File: src/rtl/ex_operand_stage.sv
// ID/EX operand stage in front of the integer ALU.
// Captures one decoded instruction, resolves EX/MEM/WB operand forwarding,
// stalls on load-use hazards and prepares 32-bit W-op shift operands.
// Ports:
//   clk, reset                  clock, asynchronous active-high reset
//   in_valid / in_ready         upstream handshake (in_ready is combinational)
//   rs1/rs2_addr, rs1/rs2_data  source indices and register-file data
//   imm, alusrc                 immediate and b-operand select
//   alu_ctrl_in, w_arith_in     ALU opcode and 32-bit op flag
//   rd_in, reg_write_in, is_load_in  destination info
//   flush                       kill held and incoming instruction
//   ex_result                   ALU result of the held instruction
//   fwd_mem_*, fwd_wb_*         later-stage writeback for forwarding
//   out_valid / out_ready       downstream handshake
//   a, b, ALUControl, w_arith, rd, reg_write, is_load  registered outputs
module ex_operand_stage #(
    parameter int unsigned N = 64
) (
    input  logic         clk,
    input  logic         reset,
    input  logic         in_valid,
    output logic         in_ready,
    input  logic [4:0]   rs1_addr,
    input  logic [4:0]   rs2_addr,
    input  logic [N-1:0] rs1_data,
    input  logic [N-1:0] rs2_data,
    input  logic [N-1:0] imm,
    input  logic         alusrc,
    input  logic [3:0]   alu_ctrl_in,
    input  logic         w_arith_in,
    input  logic [4:0]   rd_in,
    input  logic         reg_write_in,
    input  logic         is_load_in,
    input  logic         flush,
    input  logic [N-1:0] ex_result,
    input  logic         fwd_mem_valid,
    input  logic [4:0]   fwd_mem_rd,
    input  logic [N-1:0] fwd_mem_data,
    input  logic         fwd_wb_valid,
    input  logic [4:0]   fwd_wb_rd,
    input  logic [N-1:0] fwd_wb_data,
    output logic         out_valid,
    input  logic         out_ready,
    output logic [N-1:0] a,
    output logic [N-1:0] b,
    output logic [3:0]   ALUControl,
    output logic         w_arith,
    output logic [4:0]   rd,
    output logic         reg_write,
    output logic         is_load
);

    localparam int unsigned RW = 5;
    localparam int unsigned HW = 32;
    localparam logic [3:0] OP_W_ZEXT = 4'b0011;
    localparam logic [3:0] OP_W_SEXT = 4'b1011;

    logic         hazard_c;
    logic         capture_c;
    logic         ex_fwd_ok_c;
    logic         out_valid_nxt;
    logic [N-1:0] rs1_fwd;
    logic [N-1:0] rs2_fwd;
    logic [N-1:0] a_nxt;
    logic [N-1:0] b_nxt;

    // Forwarding mux: youngest producer wins, x0 always reads the register file.
    function automatic logic [N-1:0] fwd_sel(
        input logic [RW-1:0] rs,
        input logic [N-1:0]  rf,
        input logic          ex_ok,
        input logic [RW-1:0] ex_rd,
        input logic [N-1:0]  ex_val,
        input logic          mem_v,
        input logic [RW-1:0] mem_rd,
        input logic [N-1:0]  mem_val,
        input logic          wb_v,
        input logic [RW-1:0] wb_rd,
        input logic [N-1:0]  wb_val
    );
        logic [N-1:0] res;
        res = rf;
        if (rs != '0) begin
            if (ex_ok && ex_rd == rs)
                res = ex_val;
            else if (mem_v && mem_rd == rs)
                res = mem_val;
            else if (wb_v && wb_rd == rs)
                res = wb_val;
        end
        return res;
    endfunction

    // Load result is not available in EX yet: the consumer waits one cycle.
    assign hazard_c = out_valid && is_load && (rd != '0) &&
                      ((rs1_addr == rd) || (!alusrc && (rs2_addr == rd)));

    assign in_ready  = flush || ((!out_valid || out_ready) && !hazard_c);
    assign capture_c = in_valid && in_ready && !flush;

    // Loads only have an address in ex_result, so they never forward from EX.
    assign ex_fwd_ok_c = out_valid && reg_write && !is_load;

    // Operand selection and W-op preparation for the incoming instruction.
    always_comb begin
        rs1_fwd = fwd_sel(rs1_addr, rs1_data, ex_fwd_ok_c, rd, ex_result,
                          fwd_mem_valid, fwd_mem_rd, fwd_mem_data,
                          fwd_wb_valid, fwd_wb_rd, fwd_wb_data);
        rs2_fwd = fwd_sel(rs2_addr, rs2_data, ex_fwd_ok_c, rd, ex_result,
                          fwd_mem_valid, fwd_mem_rd, fwd_mem_data,
                          fwd_wb_valid, fwd_wb_rd, fwd_wb_data);
        a_nxt = rs1_fwd;
        if (w_arith_in && alu_ctrl_in == OP_W_ZEXT)
            a_nxt = {{(N-HW){1'b0}}, rs1_fwd[HW-1:0]};
        else if (w_arith_in && alu_ctrl_in == OP_W_SEXT)
            a_nxt = {{(N-HW){rs1_fwd[HW-1]}}, rs1_fwd[HW-1:0]};
        b_nxt = alusrc ? imm : rs2_fwd;
    end

    // Valid tracking: flush, then load-use bubble, then capture, then drain.
    always_comb begin
        out_valid_nxt = out_valid;
        if (flush)
            out_valid_nxt = 1'b0;
        else if (hazard_c && out_ready)
            out_valid_nxt = 1'b0;
        else if (capture_c)
            out_valid_nxt = 1'b1;
        else if (out_valid && out_ready)
            out_valid_nxt = 1'b0;
    end

    // Payload registers only load on capture so a stalled instruction holds.
    always_ff @(posedge clk or posedge reset) begin
        if (reset) begin
            out_valid  <= 1'b0;
            a          <= '0;
            b          <= '0;
            ALUControl <= '0;
            w_arith    <= 1'b0;
            rd         <= '0;
            reg_write  <= 1'b0;
            is_load    <= 1'b0;
        end else begin
            out_valid <= out_valid_nxt;
            if (capture_c) begin
                a          <= a_nxt;
                b          <= b_nxt;
                ALUControl <= alu_ctrl_in;
                w_arith    <= w_arith_in;
                rd         <= rd_in;
                reg_write  <= reg_write_in;
                is_load    <= is_load_in;
            end
        end
    end

endmodule

File: config.mk
export PLATFORM = sky130hd
export DESIGN_NAME = ex_operand_stage
export DESIGN_NICKNAME = d
export VERILOG_FILES = /design/src/rtl/ex_operand_stage.sv
export SDC_FILE = /design/constraint.sdc
export NUM_CORES = 1
export LEC_CHECK = 0
export ABC_AREA = 0
export BUFFER_PORTS_ARGS = -buffer_cell sky130_fd_sc_hd__buf_2
export CORE_AREA = 3 3 217 219
export CTS_CLUSTER_DIAMETER = 80
export DETAILED_ROUTE_END_ITERATION = 7
export DIE_AREA = 0 0 220 222
export GPL_TIMING_DRIVEN = 0
export SYNTH_ARGS = -nofsm -noshare
export SYNTH_HDL_FRONTEND = slang
export SYNTH_SLANG_ARGS = --single-unit
File: constraint.sdc
create_clock -name clk -period 8.4 [get_ports clk]
set_clock_uncertainty 0.2 [all_clocks]
set_input_delay 0 -clock clk [delete_from_list [all_inputs] [get_ports clk]]
set_output_delay 0 -clock clk [all_outputs]
set_load 0.1 [all_outputs]
* Word-level counts from Yosys, hierarchy flattened
Index checks and enable logic that the tools add are counted.
** Word-level totals
- Bits in registers :: 141
- Bits of input ports :: 424
** Cells by class
- Equal/unequal tests :: 10
- Muxes and demuxes :: 15
- Reduce and logical (&&, ||, !) cells :: 31
** Operator list (number)
- two-way mux 64 bit :: 11
- equality test 5 bit :: 8
- logical AND 1 bit :: 19
- nonzero test 5 bit :: 3
- zero test 1 bit :: 5
- equality test 4 x 2 -> 1 bit, second input constant :: 1
- equality test 4 bit, second input constant :: 1
- two-way mux 1 bit :: 4
- nonzero test 4 bit :: 1
- logical OR 1 bit :: 3

* Logic depth before layout (Yosys ltp)
Gate-level depths: netlist (run 1).
- Depth after elaboration :: 12
- Gate-level depth with buffers :: 10

* Worst setup path before layout (run 1)
OpenSTA, ideal clock, no wires.
- Kind :: reg-to-output
- Start point :: reg rd[1]
- End point :: out in_ready
- Arrival time :: 3.042 ns
- Data required time :: 8.200 ns
- Setup slack :: 5.158 ns
- Stages on the path, launching flop included :: 5
- Buffers on the path :: 0
- Cell sequence :: dfrtp_1 -> or4_1 -> nor2_1 -> nor3_1 -> o21bai_1
** On the way
- Cells in the longest elaborated chain, start to end :: 7
- Elaborated cells between the ends (all ways) :: 10
- Classes of those cells :: 2 x eq/ne; 8 x reduce/logical
** Ends and longest elaborated chain
- start, declared :: line 48 : output logic [4:0] rd,
- start signal, assigned :: line 151 : rd <= rd_in;
- equality test 5 bit :: line 96 : ((rs1_addr == rd) || (!alusrc && (rs2_addr == rd)));
- logical AND 1 bit :: line 96
- logical OR 1 bit :: line 96
- logical AND 1 bit (*) :: line 95 : assign hazard_c = out_valid && is_load && (rd != '0) &&
- zero test 1 bit (*) :: line 98 : assign in_ready = flush || ((!out_valid || out_ready) && !hazard_c);
- logical AND 1 bit (*) :: line 98
- logical OR 1 bit (*) :: line 98
- end, declared :: line 22 : output logic in_ready,
Mark *: on every way between the ends. The rest lies on a longest branch, timed or not.

* Worst setup path in the final report (run 1)
- Start point :: reg rd[2]
- End point :: reg b[15]
** On the way
- Cells in the longest elaborated chain, start to end :: 9
- Elaborated cells between the ends (all ways) :: 17
- Classes of those cells :: 3 x eq/ne; 3 x mux; 11 x reduce/logical
** Ends and longest elaborated chain
- equality test 5 bit :: line 84, 96
- logical AND 1 bit :: line 96
- logical OR 1 bit :: line 96
- logical AND 1 bit :: line 95
- zero test 1 bit :: line 98
- logical AND 1 bit :: line 98
- logical OR 1 bit :: line 98
- logical AND 1 bit (2 in a row) :: line 99 : assign capture_c = in_valid && in_ready && !flush;
- end signal, assigned :: line 148 : b <= b_nxt;
- end, declared :: line 45 : output logic [N-1:0] b,
Several ways; a longest one is shown, not always the timed one.
A chain may end at the register's enable or synchronous reset.

==> impl_metrics.prom, run 1 <==
# TYPE chip_impl_metric gauge
chip_impl_info{name="run_status",value="finished, final reports clean"} 1
chip_impl_metric{name="cap_violations",unit=""} 0
chip_impl_info{name="setup_repair_after_global_routing_missed_its_margin",value="false"} 1
chip_impl_info{name="clk_root_buffer_cell",value="sky130_fd_sc_hd__clkbuf_16"} 1
chip_impl_metric{name="cts.clk_slew.worst_paths",unit="ns"} 0.07
chip_impl_info{name="timing_worst_setup_path_type",value="register to register"} 1
chip_impl_metric{name="dieHeight",unit="um"} 222
chip_impl_metric{name="global_route.overflow_total",unit=""} 0
chip_impl_metric{name="place_congestion",unit=""} 0.997
chip_impl_metric{name="data_required_time_of_the_worst_path",unit="ns"} 8.63
chip_impl_metric{name="place_ws",unit="ns"} 4.96
chip_impl_metric{name="wirelength",unit="um"} 80200
chip_impl_metric{name="grt_max_degree",unit=""} 82
chip_impl_metric{name="drt_iter0_drc",unit=""} 1837
chip_impl_metric{name="dp_hpwl",unit="um"} 58200
chip_impl_info{name="critical-path-slowest-cell",value="sky130_fd_sc_hd__dlygate4sd3_1"} 1
chip_impl_metric{name="core_area",unit="mm2"} 0.0453
chip_impl_metric{name="num_rows",unit=""} 78
chip_impl_metric{name="timing.critical_path.fanout_max",unit=""} 10
chip_impl_metric{name="ioPinCount",unit=""} 566
chip_impl_metric{name="detailedRoute.firstPassIterationCount",unit=""} 6
chip_impl_metric{name="power_density",unit="mW/mm2"} 187
chip_impl_metric{name="netlist_area",unit="mm2"} 0.0112
chip_impl_info{name="timing.critical_path.from",value="rd[2]$_DFFE_PP0P_"} 1
chip_impl_metric{name="ys_seq_elements",unit=""} 141
chip_impl_metric{name="route.detailed.drc",unit=""} 0
chip_impl_metric{name="final-max-slew-violation-count",unit=""} 0
chip_impl_metric{name="fmax",unit="MHz"} 233
chip_impl_metric{name="worst_slew_pin_slew",unit="ns"} 1.19
chip_impl_metric{name="die-area",unit="mm2"} 0.0488
chip_impl_metric{name="antenna_found_initial",unit=""} 21
chip_impl_metric{name="synth_async_sr_flop_share",unit="%"} 100
chip_impl_metric{name="route.antenna.remaining_nets",unit=""} 0
chip_impl_info{name="holdCritStartpoint",value="rd_in[2]"} 1
chip_impl_metric{name="routed_via_density",unit=""} 5.62
chip_impl_metric{name="postCtsResizedCells",unit=""} 0
chip_impl_metric{name="die_width",unit="um"} 220
chip_impl_info{name="most_numerous_cell_on_the_critical_path",value="sky130_fd_sc_hd__dlygate4sd3_1"} 1
chip_impl_metric{name="number_of_global_route_vias_before_repair",unit=""} 17646
chip_impl_metric{name="cp.buffers_inverters",unit=""} 3
chip_impl_metric{name="final_hold_violation_count",unit=""} 0
chip_impl_info{name="start_kind",value="register"} 1
chip_impl_metric{name="clock_path_buffers",unit=""} 2
chip_impl_metric{name="final_period_minus_worst_setup_slack",unit="ns"} 4.30
chip_impl_metric{name="worst_slack",unit="ns"} 4.10
chip_impl_metric{name="avgRoutedWirePerCell",unit="um"} 25.9
chip_impl_metric{name="period_utilization",unit="%"} 51.1
chip_impl_metric{name="finish.utilization",unit="%"} 41.6
chip_impl_info{name="crit_path_cell_trace",value="xor2_1 -> nor3_2 -> nand3_1 -> nor2_1 -> buf_2 -> a221o_1 -> o21ai_0 -> dlygate4sd3_1 -> a31oi_1 -> dlygate4sd3_1"} 1
chip_impl_metric{name="final_layout_size_suffix_gt1_share",unit="%"} 27.2
chip_impl_metric{name="synth_enable_flop_cells",unit=""} 0
chip_impl_metric{name="portBuffers",unit=""} 564
chip_impl_info{name="critical_path.reg2reg.startpoint",value="rd[2]$_DFFE_PP0P_"} 1
chip_impl_info{name="worstHoldPathType",value="primary input to register"} 1
chip_impl_info{name="cp_top_family",value="buffers and inverters"} 1
chip_impl_metric{name="finalNetCount",unit=""} 2885
chip_impl_metric{name="vias",unit=""} 17413
chip_impl_metric{name="layout.filler_cells",unit=""} 4838
chip_impl_metric{name="initial_core_util",unit="%"} 24.7
chip_impl_metric{name="ys_types",unit=""} 52
chip_impl_metric{name="critical-path-max-stage-delay",unit="ns"} 0.62
chip_impl_metric{name="syn_area_per_cell",unit="um2"} 7.28
chip_impl_info{name="clock_tree_from_tritoncts",value="yes"} 1
chip_impl_metric{name="cts_max_level",unit=""} 4
chip_impl_metric{name="grt_pass1_wl",unit="um"} 116000
chip_impl_metric{name="syn_nets",unit=""} 1962
chip_impl_metric{name="max-slew-margin-rel",unit="%"} 20.5
chip_impl_metric{name="setup_total_negative_slack",unit="ns"} 0
chip_impl_metric{name="numCtsBuffers",unit=""} 17
chip_impl_metric{name="cts_setup_buffers",unit=""} 0
chip_impl_metric{name="syn_inst",unit=""} 1538
chip_impl_metric{name="leakage_power_of_the_design",unit="nW"} 8.54
chip_impl_metric{name="cts_num_sinks",unit=""} 141
chip_impl_metric{name="arrival",unit="ns"} 4.53
chip_impl_metric{name="grt_use_total",unit="%"} 32.0
chip_impl_metric{name="max-vdd-ir-drop",unit="V"} 0.000147
chip_impl_metric{name="clkLatencyLatePin",unit="ns"} 0.50
chip_impl_metric{name="synth_warnings",unit=""} 0
chip_impl_metric{name="areaGrowthSynthToFinish",unit="%"} 68.4
chip_impl_metric{name="synth_seq_area_share",unit="%"} 31.5
chip_impl_info{name="flip_flop_cell_with_the_highest_count_after_synthesis",value="sky130_fd_sc_hd__dfrtp_1"} 1
chip_impl_info{name="cp-end-kind",value="register"} 1
chip_impl_metric{name="setup-violations-final",unit=""} 0
[where the power goes]
part           switching, mW  internal [mW]
Combinational           1.32          0.483
Sequential            0.0853          0.793
Clock                  0.385          0.452
[cell families (layout without fill, tap and decap cells)]
| group | count (synthesis) | in the layout | share of synthesized area (%) |
|---|---|---|---|
| buffers and inverters | 157 | 1093 | 7.12 |
| XOR/XNOR | 30 | 30 | 2.35 |
| flip-flops | 141 | 141 | 31.5 |
| AO/OA/AOI/OAI | 615 | 615 | 37.0 |
| other | 0 | 23 | 0 |
| AND/OR/NAND/NOR | 595 | 595 | 22.1 |
[state kept, by name (all words and copies together) (netlist names)]
name,flops
b,64
w_arith,1
is_load,1
ALUControl,4
out_valid,1
reg_write,1
rd,5
a,64
[per-layer routing]
layer / vias up / track usage [%] / wire length [um]
li1: 7564 / - / -
met1: 8352 / 40.5 / 32300
met2: 1261 / 51.3 / 37200
met3: 236 / 7.39 / 7200
met4: 0 / 15.1 / 3500
met5: - / 0 / 0
[cell usage in the layout (no fill, tap or decap), drive strengths merged, types with 3 or more instances in the layout]
| cell type | Yosys | layout |
|---|---|---|
| inv | 2 | 8 |
| dlygate4sd3 | 0 | 339 |
| a31oi | 31 | 31 |
| clkbuf | 87 | 106 |
| diode | 0 | 23 |
| a22oi | 32 | 32 |
| xnor2 | 8 | 8 |
| a311oi | 33 | 33 |
| o211ai | 32 | 32 |
| a21oi | 132 | 132 |
| nand3 | 37 | 37 |
| a211oi | 62 | 62 |
| nand2 | 398 | 398 |
| o22ai | 64 | 64 |
| o21ai | 97 | 97 |
| a221o | 31 | 31 |
| a311o | 31 | 31 |
| nor2 | 103 | 103 |
| dfrtp | 141 | 141 |
| and2 | 3 | 3 |
| nor3 | 5 | 5 |
| nand2b | 34 | 34 |
| buf | 68 | 633 |
| nor4 | 3 | 3 |
| clkinv | 0 | 3 |
| o31ai | 64 | 64 |
| xor2 | 22 | 22 |
[Yosys cell counts (all sizes together) (2+ instances only)]
master,count,area [um2]
clkbuf,87,327
o21ai,97,485
and2,3,21.3
a31oi,31,194
a21oi,132,664
nor2,103,389
or2,2,12.5
a311oi,33,289
nand3,37,190
and3,2,12.5
a22oi,32,240
nor4,3,25.0
inv,2,7.51
o22ai,64,400
a211oi,62,465
xor2,22,193
xnor2,8,70.1
nor3,5,35.0
dfrtp,141,3530
buf,68,463
nand2b,34,213
nor3b,2,26.3
o211ai,32,240
nand2,398,1500
a221o,31,310
a311o,31,310
o31ai,64,480
[worst reg2reg max path: cells and delay by family (launching register included)]
family	cells	cell delay, ns
buf+inv	3	1.58
xor+xnor	1	0.20
flops	1	0.46
simple gates	3	1.30
compound gates	3	0.49
[timing repair]
item | in CTS | in global routing
hold endpoints to repair | 282 | 0
hold buffers | 339 | 0
endpoints found under the setup margin | 0 | 0
[per-stage QoR]
stage                     instances  total power, mW  hold slack [ns]  cell area [um2]
after floorplan                1538             2.01           -0.134            11200
after global placement         2702             2.45          -0.0142            14800
after detailed placement       2703             2.46           -0.132            14800
after CTS                      3074             3.51         0.000248            18800
after global routing           3094             3.64           0.0400            18900
final                          3097             3.52           0.0368            18900
[final timing paths]
path	to	slack (ns)	depth (start not counted)
worst max-delay path	b[15]$_DFFE_PP0P_	4.10	10
worst min-delay path	rd[2]$_DFFE_PP0P_	0.04	4
worst max register to register	b[15]$_DFFE_PP0P_	4.10	10
worst min register to register	b[63]$_DFFE_PP0P_	0.28	2
max in group asynchronous	a[19]$_DFFE_PP0P_	6.66	5
min in group asynchronous	b[25]$_DFFE_PP0P_	0.47	4
[cell type report]
cell class,count,area [um2],area share [%]
sequential,141,3530,18.7
timing repair buffer,904,6240,33.1
antenna,23,57.6,0.305
clock buffer,19,443,2.35
inverter,2,15.0,0.0796
multi-input combinational,1240,6870,36.5
tap,600,751,3.98
buffer,155,790,4.19
clock inverter,13,156,0.829
Note: power is estimated with default switching activity, not from simulation.
==> run 2: changes to the inputs <==
- clock period: 8.4 -> 4.2 ns (I/O delays scaled with it)
==> run 2 against run 1 <==
Compared with the run above: sequential share of layout area fell by 0.29 points; combinational power rose by 99%; die area did not move; wire length up 0.62%; flip-flop and latch count stayed put; critical path type is now primary input to register.
==> impl_metrics.prom, run 2 (same netlist as run 1, synthesis figures left out) <==
# TYPE chip_impl_metric gauge
chip_impl_metric{name="core_area",unit="mm2"} 0.0453
chip_impl_metric{name="multiInputGateArea",unit="mm2"} 0.00687
chip_impl_metric{name="worst_slack",unit="ns"} 0.128
chip_impl_metric{name="drt_iter0_drc",unit=""} 1971
chip_impl_metric{name="groute.layer.met3.usage",unit="%"} 7.85
chip_impl_metric{name="dieHeight",unit="um"} 222
chip_impl_metric{name="cts.clk_slew.worst_paths",unit="ns"} 0.07
chip_impl_metric{name="detailedRoute.firstPassIterationCount",unit=""} 8
chip_impl_metric{name="route.detailed.drc",unit=""} 0
chip_impl_metric{name="final_period_minus_worst_setup_slack",unit="ns"} 4.07
chip_impl_metric{name="post-layout-total-power",unit="mW"} 7.02
chip_impl_info{name="start_kind",value="primary input"} 1
chip_impl_metric{name="layout.cells.non_filler",unit=""} 3124
chip_impl_metric{name="avgRoutedWirePerCell",unit="um"} 25.8
chip_impl_metric{name="grt_pass1_wl",unit="um"} 117000
chip_impl_metric{name="reg2reg_depth",unit=""} 9
chip_impl_metric{name="routed_via_density",unit=""} 5.64
chip_impl_metric{name="power.switching",unit="mW"} 3.58
chip_impl_metric{name="clkLatencyLatePin",unit="ns"} 0.50
chip_impl_metric{name="worst_slew_pin_slew",unit="ns"} 1.15
chip_impl_metric{name="p_int",unit="mW"} 3.44
chip_impl_metric{name="pwr-share-comb",unit="%"} 51.1
chip_impl_info{name="timing_worst_setup_path_type",value="primary input to register"} 1
chip_impl_metric{name="initial_core_util",unit="%"} 24.7
chip_impl_info{name="worstHoldPathType",value="primary input to register"} 1
chip_impl_metric{name="post-place-cells",unit=""} 2703
chip_impl_metric{name="finalNetCount",unit=""} 2915
chip_impl_metric{name="num_rows",unit=""} 78
chip_impl_metric{name="die_width",unit="um"} 220
chip_impl_info{name="setup_repair_after_global_routing_missed_its_margin",value="false"} 1
chip_impl_metric{name="route.antenna.remaining_nets",unit=""} 0
chip_impl_metric{name="areaGrowthSynthToFinish",unit="%"} 71.0
chip_impl_metric{name="number_of_global_route_vias_before_repair",unit=""} 17915
chip_impl_metric{name="die-area",unit="mm2"} 0.0488
chip_impl_info{name="timing.critical_path.from",value="alusrc"} 1
chip_impl_metric{name="power_switching_share",unit="%"} 51.1
chip_impl_metric{name="period_utilization",unit="%"} 96.9
chip_impl_info{name="critical_path.reg2reg.startpoint",value="rd[1]$_DFFE_PP0P_"} 1
chip_impl_metric{name="max-slew-margin-rel",unit="%"} 22.8
chip_impl_metric{name="final-max-slew-violation-count",unit=""} 0
chip_impl_metric{name="cts_num_sinks",unit=""} 141
chip_impl_metric{name="met2_usage",unit="%"} 51.7
chip_impl_metric{name="portBuffers",unit=""} 564
chip_impl_info{name="clk_root_buffer_cell",value="sky130_fd_sc_hd__clkbuf_16"} 1
chip_impl_metric{name="antenna_found_initial",unit=""} 20
chip_impl_metric{name="place_congestion",unit=""} 0.997
chip_impl_metric{name="cts_max_level",unit=""} 4
chip_impl_info{name="layout.cells.most_common",value="sky130_fd_sc_hd__buf_2"} 1
chip_impl_metric{name="clock_path_buffers",unit=""} 2
chip_impl_metric{name="timing.critical_path.fanout_max",unit=""} 10
chip_impl_metric{name="wirelength",unit="um"} 80700
chip_impl_metric{name="proportion_of_power_drawn_by_flip_flops_and_latches",unit="%"} 25.0
chip_impl_metric{name="reg2reg_setup_slack",unit="ns"} 0.15
chip_impl_info{name="top_usage_layer",value="met2"} 1
chip_impl_info{name="r2r_end",value="a[36]$_DFFE_PP0P_"} 1
chip_impl_metric{name="layout.filler_cells",unit=""} 4805
chip_impl_metric{name="grt_max_degree",unit=""} 82
chip_impl_metric{name="arrival",unit="ns"} 4.31
chip_impl_metric{name="data_required_time_of_the_worst_path",unit="ns"} 4.43
chip_impl_info{name="cp-end-kind",value="register"} 1
chip_impl_metric{name="power_density",unit="mW/mm2"} 367
chip_impl_metric{name="numCtsBuffers",unit=""} 17
chip_impl_metric{name="ioPinCount",unit=""} 566
chip_impl_metric{name="setup_total_negative_slack",unit="ns"} 0
chip_impl_info{name="hold-path-endpoint",value="rd[2]$_DFFE_PP0P_"} 1
chip_impl_metric{name="leakage_power_of_the_design",unit="nW"} 8.65
chip_impl_metric{name="worst_hold_path.num_cells",unit=""} 4
chip_impl_metric{name="max-vdd-ir-drop",unit="V"} 0.000299
chip_impl_metric{name="final_hold_violation_count",unit=""} 0
chip_impl_metric{name="cap_violations",unit=""} 0
chip_impl_info{name="run_status",value="finished, final reports clean"} 1
chip_impl_info{name="holdCritStartpoint",value="rd_in[2]"} 1
chip_impl_metric{name="vias",unit=""} 17632
chip_impl_metric{name="layout.area.seq",unit="mm2"} 0.00353
chip_impl_info{name="largest_registers_in_the_final_layout",value="a x64, b x64, rd x5"} 1
chip_impl_metric{name="met1_usage",unit="%"} 40.5
chip_impl_info{name="clock_tree_from_tritoncts",value="yes"} 1
chip_impl_metric{name="dp_hpwl",unit="um"} 58200
chip_impl_metric{name="place_ws",unit="ns"} 0.764
chip_impl_info{name="mostFrequentLayoutCells",value="601 x sky130_fd_sc_hd__buf_2, 397 x sky130_fd_sc_hd__nand2_1, 369 x sky130_fd_sc_hd__dlygate4sd3_1"} 1
chip_impl_metric{name="global_route.overflow_total",unit=""} 0
chip_impl_metric{name="final_layout_size_suffix_gt1_share",unit="%"} 26.9
chip_impl_metric{name="pwr-share-clk",unit="%"} 23.9
chip_impl_metric{name="fmax",unit="MHz"} 246
chip_impl_metric{name="grt_use_total",unit="%"} 32.2
chip_impl_metric{name="setup-violations-final",unit=""} 0
[run 2: changes by cell type in the layout (fill, tap and decap cells not counted)]
cell / before / now
sky130_fd_sc_hd__diode_2: 23 / 20
sky130_fd_sc_hd__dlygate4sd3_1: 339 / 369
[run 2: what timing repair did]
action | 4_1_cts | 5_1_grt
hold buffers | 369 | 0
setup buffers | 0 | 0
hold endpoints to repair | 282 | 0
gates resized for setup | 0 | 0
[run 2: per-stage QoR]
step	instance area, um2	hold slack [ns]	utilization [%]
floorplan	11200	-0.134	-
detailed placement	14800	-0.132	32.7
finish	19200	0.0316	42.3
CTS	19100	0.000248	42.2
global route	19100	0.0400	42.3
global placement	14800	-0.0142	32.6
[run 2: worst max-delay path by stage]
stage / endpoint / slack (ns)
6_report: a[36]$_DFFE_PP0P_ / 0.13
5_1_grt: a[36]$_DFFE_PP0P_ / 0.03
4_1_cts: a[32]$_DFFE_PP0P_ / 0.20
3_5_place_dp: a[32]$_DFFE_PP0P_ / 0.76
3_3_place_gp: a[54]$_DFFE_PP0P_ / -2.30
2_1_floorplan: ALUControl[0]$_DFFE_PP0P_ / 0.22
[run 2: critical path, cell delays in order]
cell	delay [ns]
sky130_fd_sc_hd__clkbuf_1	0.78
sky130_fd_sc_hd__inv_1	0.48
sky130_fd_sc_hd__a32oi_1	0.41
sky130_fd_sc_hd__o311a_2	0.39
sky130_fd_sc_hd__nor3b_4	0.46
sky130_fd_sc_hd__buf_2	0.38
sky130_fd_sc_hd__o211ai_1	0.14
sky130_fd_sc_hd__dlygate4sd3_1	0.59
sky130_fd_sc_hd__nand3_1	0.09
sky130_fd_sc_hd__dlygate4sd3_1	0.56
[run 2: per-layer routing]
metal | share of wire (%) | wire, um
met1 | 40 | 32000
met2 | 46 | 37300
met3 | 9.2 | 7400
met4 | 5.0 | 4000
met5 | 0.014 | 11
[run 2: power by group through the flow]
stage / Clock, mW / Sequential [mW] / Combinational (mW)
after global routing: 1.76 / 1.78 / 3.73
final: 1.68 / 1.76 / 3.59
after detailed placement: 0 / 1.77 / 3.15
after floorplan: 0 / 3.42 / 0.602
after CTS: 1.70 / 1.75 / 3.55
after global placement: 0 / 1.77 / 3.13
[run 2: area by class of cell]
cell class	count	area share (%)
diodes	20	0.261
plain buffers	155	4.12
clock buffers	19	2.31
clock inverters	13	0.817
inverters	2	0.0784
multi-input cells	1240	35.9
flip-flops and latches	141	18.4
well taps	600	3.92
repair buffers	934	34.2
